**src/rtl/mem_access_unit.sv**
```systemverilog
// RV32 load/store access unit: issues one memory access per request over a
// busywait handshake. Optional misaligned trap: define MISALIGN_TRAP_EN.
module mem_access_unit #(
  parameter int TIMEOUT = 16
) (
  input  logic        Clock,
  input  logic        Reset,
  input  logic        Req_read,
  input  logic        Req_write,
  input  logic [31:0] Req_addr,
  input  logic [31:0] Req_wdata,
  input  logic [2:0]  Req_func3,
  output logic        Stall,
  output logic        Done,
  output logic [31:0] Load_data,
  output logic        Fault,
  output logic [1:0]  Fault_cause,
  output logic        Mem_Read,
  output logic        Mem_Write,
  output logic [31:0] Mem_Address,
  output logic [31:0] Mem_Write_data,
  output logic [2:0]  Mem_Func3,
  input  logic [31:0] Mem_Read_data,
  input  logic        Mem_Busywait
);

  localparam int CW = $clog2(TIMEOUT + 1);

  typedef enum logic [2:0] {
    S_IDLE,
    S_ISSUE,
    S_WAIT,
    S_DONE,
    S_FAULT
  } state_e;

  state_e          state_q;
  logic [CW-1:0]   cnt_q;
  logic [CW-1:0]   cnt_d;
  logic            seen_q;
  logic            load_q;
  logic            done_q;
  logic            fault_q;
  logic [1:0]      cause_q;
  logic [31:0]     ldata_q;
  logic            rd_q;
  logic            wr_q;
  logic [31:0]     addr_q;
  logic [31:0]     wdata_q;
  logic [2:0]      f3_q;

  logic req;
  logic illegal;
  logic misal;
  logic tmo_hit;

  assign req = Req_read | Req_write;

  assign illegal = (Req_read & Req_write)
                 | (Req_read & (Req_func3 == 3'b011
                              | Req_func3 == 3'b110
                              | Req_func3 == 3'b111))
                 | (Req_write & (Req_func3 > 3'b010));

`ifdef MISALIGN_TRAP_EN
  assign misal = (Req_func3[1:0] == 2'b01 & Req_addr[0])
               | (Req_func3[1:0] == 2'b10 & (|Req_addr[1:0]));
`else
  assign misal = 1'b0;
`endif

  assign cnt_d   = cnt_q + CW'(1);
  assign tmo_hit = (cnt_d == CW'(TIMEOUT));

  assign Stall = (state_q == S_IDLE & req)
               | (state_q == S_ISSUE)
               | (state_q == S_WAIT);

  always_ff @(posedge Clock) begin
    if (Reset) begin
      state_q <= S_IDLE;
      cnt_q   <= '0;
      seen_q  <= 1'b0;
      load_q  <= 1'b0;
      done_q  <= 1'b0;
      fault_q <= 1'b0;
      cause_q <= 2'b00;
      ldata_q <= '0;
      rd_q    <= 1'b0;
      wr_q    <= 1'b0;
      addr_q  <= '0;
      wdata_q <= '0;
      f3_q    <= '0;
    end else begin
      done_q  <= 1'b0;
      fault_q <= 1'b0;
      rd_q    <= 1'b0;
      wr_q    <= 1'b0;
      unique case (state_q)
        S_IDLE: begin
          if (req) begin
            if (illegal) begin
              state_q <= S_FAULT;
              fault_q <= 1'b1;
              cause_q <= 2'b01;
            end else if (misal) begin
              state_q <= S_FAULT;
              fault_q <= 1'b1;
              cause_q <= 2'b11;
            end else begin
              state_q <= S_ISSUE;
              addr_q  <= Req_addr;
              wdata_q <= Req_wdata;
              f3_q    <= Req_func3;
              load_q  <= Req_read;
              rd_q    <= Req_read;
              wr_q    <= Req_write;
              cnt_q   <= '0;
              seen_q  <= 1'b0;
              cause_q <= 2'b00;
            end
          end
        end
        S_ISSUE: state_q <= S_WAIT;
        S_WAIT: begin
          cnt_q <= cnt_d;
          if (Mem_Busywait) begin
            seen_q <= 1'b1;
            if (load_q) ldata_q <= Mem_Read_data;
          end
          // completion wins over timeout on the same edge
          if (!Mem_Busywait && seen_q) begin
            state_q <= S_DONE;
            done_q  <= 1'b1;
          end else if (tmo_hit) begin
            state_q <= S_FAULT;
            fault_q <= 1'b1;
            cause_q <= 2'b10;
          end
        end
        S_DONE:  state_q <= S_IDLE;
        S_FAULT: state_q <= S_IDLE;
        default: state_q <= S_IDLE;
      endcase
    end
  end

  assign Done           = done_q;
  assign Fault          = fault_q;
  assign Fault_cause    = cause_q;
  assign Load_data      = ldata_q;
  assign Mem_Read       = rd_q;
  assign Mem_Write      = wr_q;
  assign Mem_Address    = addr_q;
  assign Mem_Write_data = wdata_q;
  assign Mem_Func3      = f3_q;

endmodule

```
**config.mk**
```make
export PLATFORM = sky130hd
export DESIGN_NAME = mem_access_unit
export DESIGN_NICKNAME = d
export VERILOG_FILES = /design/src/rtl/mem_access_unit.sv
export SDC_FILE = /design/constraint.sdc
export NUM_CORES = 1
export LEC_CHECK = 0
export ABC_CLOCK_PERIOD_IN_PS = 2100
export CAP_MARGIN = 5
export CORE_ASPECT_RATIO = 1.75
export CORE_MARGIN = 4
export CORE_UTILIZATION = 41
export DETAILED_ROUTE_END_ITERATION = 8
export PLACE_DENSITY = 0.8
export RECOVER_POWER = 25
export SLEW_MARGIN = 20
export SYNTH_ARGS = -nofsm -noshare
export SYNTH_HDL_FRONTEND = slang
export SYNTH_SLANG_ARGS = --single-unit
```
**constraint.sdc**
```tcl
create_clock -name Clock -period 2.1 [get_ports Clock]
set_input_delay 0.42 -clock Clock [delete_from_list [all_inputs] [get_ports Clock]]
set_output_delay 0.42 -clock Clock [all_outputs]
set_load 0.05 [all_outputs]
```
==> reports/summary.txt <==
Synth Area per Inst - 8.72 sq um
sequential fraction of design power - 35.0%
Sw Share - 29.6%
final hold vios - 0
Finished Core Util - 68.6%
Hold Path Class - reg -> reg
Total GRT Usage - 19.7%
Setup WS post-layout - 53.3 ps
Core ar. - 10800 sq um
Net Switching - 2.05 mW
Setup Fix Bufs, Post-CTS - 0
TritonRoute pass-1 iters - 4
number of flops mapped to enable cells by yosys - 0
post-CTS resize count - 0
synth unique cells - 43
Worst setup EP type - output pin
Tcrit/Tclk final - 97.5%
Cell Int Power - 4.89 mW
row cnt - 50
endpoints failing setup - 0
Setup WS pre-CTS - -225 ps
top cell type's share of synthesized area - 50.4%
max-cap violations - 0
worst-case clock buffer depth - 2
largest net degree at the start of global routing - 56
Clock power frac - 42.7%
# diodes - 0
CP Cell Sequence - clkdlybuf4s50_1 > buf_4 > nor4_1 > a211oi_2 > buf_12
Post-Syn Area - 4570 sq um
NumNets Final - 842
Slew Limit Fails - 0
CTS root buf - clkbuf_16
die area - 13000 sq um
Post-Layout Cell Count - 880
Synth-to-Final Area Change - 62.5%
worst stage delay on the critical path - 450 ps
Via density - 4.96
combinational power share - 22.4%
Cells after DPL - 848
CTS Hold Buffers Added - 0
ys async rst share - 0%
CTS tree - done
Setup Skew - 11.7 ps
outcome - finished clean
commonest cells after routing, fill and taps aside - clkdlybuf4s50_1, nand2_1, dfxtp_1
peak supply drop - 729 uV
Setup TNS - 0 ps
Synth Flop Type - dfxtp_1
input/output buffers - 209
CP max-delay cell - clkdlybuf4s50_1
Crit path required time - 1680 ps
CTS buffer count - 17
antenna-violating nets left - 0
starting density of the core - 42.2%
Placed Area - 6830 sq um
Power Total - 6.94 mW
power per cell area - 935 nW/um^2
most area-consuming cells after synthesis - dfxtp_1, nand2_1, mux2i_1
Die Wd - 87.8 microns
synth warn - 0
WS Path Type - in -> out
Yosys reg bits - 115
crit path time final - 2050 ps
syn nets - 629
Vias - 4364
DRC violations left - 0
worst path arrival time - 1630 ps
H-tree depth - 4
Worst Path Max Fanout - 5
share of post-route cells with drive strength above 1 - 7.47%
Die Ht - 148 microns
Boundary Pins - 210
area leader, netlist - dfxtp_1
clock slew at reported path FFs - 50 ps
RD Place Congestion - 0.789
Lkg Pwr - 2.85 nW
Seq/Total Area, Yosys - 50.4%
global route overflow - 0
RSZ-0062 raised after global routing - false
worst-margin pin slew - 619 ps
leading cell type in the layout, fill and taps excluded - clkdlybuf4s50_1
global-route wire length before repair - 20300 microns
Clock Sinks - 115
vias in the first global route - 4531
Worst setup SP type - input port
Cells after Synth - 524
Final Cell Area - 7430 sq um
Fmax - 489 MHz
half-perimeter wire length after placement - 9750 microns
Slew HR - 58.8%
Min Hold Slack - 455 ps
clk_lat worst skew - 400 ps
1st-iter DRT viols - 177
DRT Wirelength - 13000 microns
Routed wire per std cell - 14.7 microns
antenna violations before repair - 0
## area by class of cell
class,count,area (sq um)
Clock buffer,18,439
Clock inverter,14,178
Fill cell,881,3400
Inverter,1,6.26
Multi-Input combinational cell,372,2060
Sequential cell,115,2300
Tap cell,130,163
Timing Repair Buffer,230,2280
## final timing paths
check	start	slack (ps)	depth (start not counted)	end
max	Req_read	50	5	Stall
min	Load_data[11]$_SDFFE_PP0P_	450	2	Load_data[11]$_SDFFE_PP0P_
max reg2reg	state_q[0]$_SDFFE_PP0P_	250	5	Load_data[28]$_SDFFE_PP0P_
min reg2reg	Load_data[11]$_SDFFE_PP0P_	450	2	Load_data[11]$_SDFFE_PP0P_
## cells by family (layout without fill, tap and decap cells)
kind of cell,count (synthesis),after routing,share of synthesized area (%)
simple gates,244,244,22.2
buf+inv,37,263,4.68
mux,67,67,14.7
fa+ha+maj,1,1,0.274
compound gates,60,60,7.83
flops,115,115,50.4
## critical path: cells and delay by family
kind                   cells  cell delay [ps]
buffers and inverters      3              790
AO/OA/AOI/OAI              1              100
AND/OR/NAND/NOR            1              320
## routing by layer
metal	part of all wire [%]	global-route usage, %	vias up	wire (microns)
met5	0	0	-	0
met4	2.8	10.3	0	368
met1	34	18.1	1989	4450
met2	55	36.9	182	7120
met3	7.9	6.36	30	1020
li1	-	-	2163	-
## registers in the layout, indices dropped and copies added (netlist names)
signal and flops:
seen_q 1, Mem_Write_data 32, Fault_cause 2, Fault 1, Load_data 32, Done 1
Mem_Read 1, Mem_Address 32, Mem_Func3 3, Mem_Write 1, cnt_q 5, load_q 1
state_q 3
## power groups by stage
| stage | sequential (mW) | combinational, mW | clock [mW] |
|---|---|---|---|
| after floorplan | 2.96 | 0.480 | 0 |
| after global placement | 2.46 | 1.54 | 0 |
| after detailed placement | 2.47 | 1.57 | 0 |
| after CTS | 2.43 | 1.57 | 3.02 |
| after global routing | 2.45 | 1.63 | 3.12 |
| final | 2.43 | 1.55 | 2.96 |
## Yosys cell counts, drive strengths merged, types with 2 or more instances
| library cell | number |
|---|---|
| nor3b | 3 |
| a21o | 3 |
| nand2 | 203 |
| o21a | 2 |
| nor2 | 7 |
| nand3 | 6 |
| and2 | 2 |
| dfxtp | 115 |
| buf | 11 |
| mux2i | 67 |
| a211oi | 2 |
| nand2b | 4 |
| clkbuf | 25 |
| and3 | 2 |
| a21oi | 36 |
| a221o | 2 |
| o21ai | 6 |
| or3 | 2 |
| nor3 | 8 |
| nor2b | 2 |
Power figures use the tool's default switching activity.
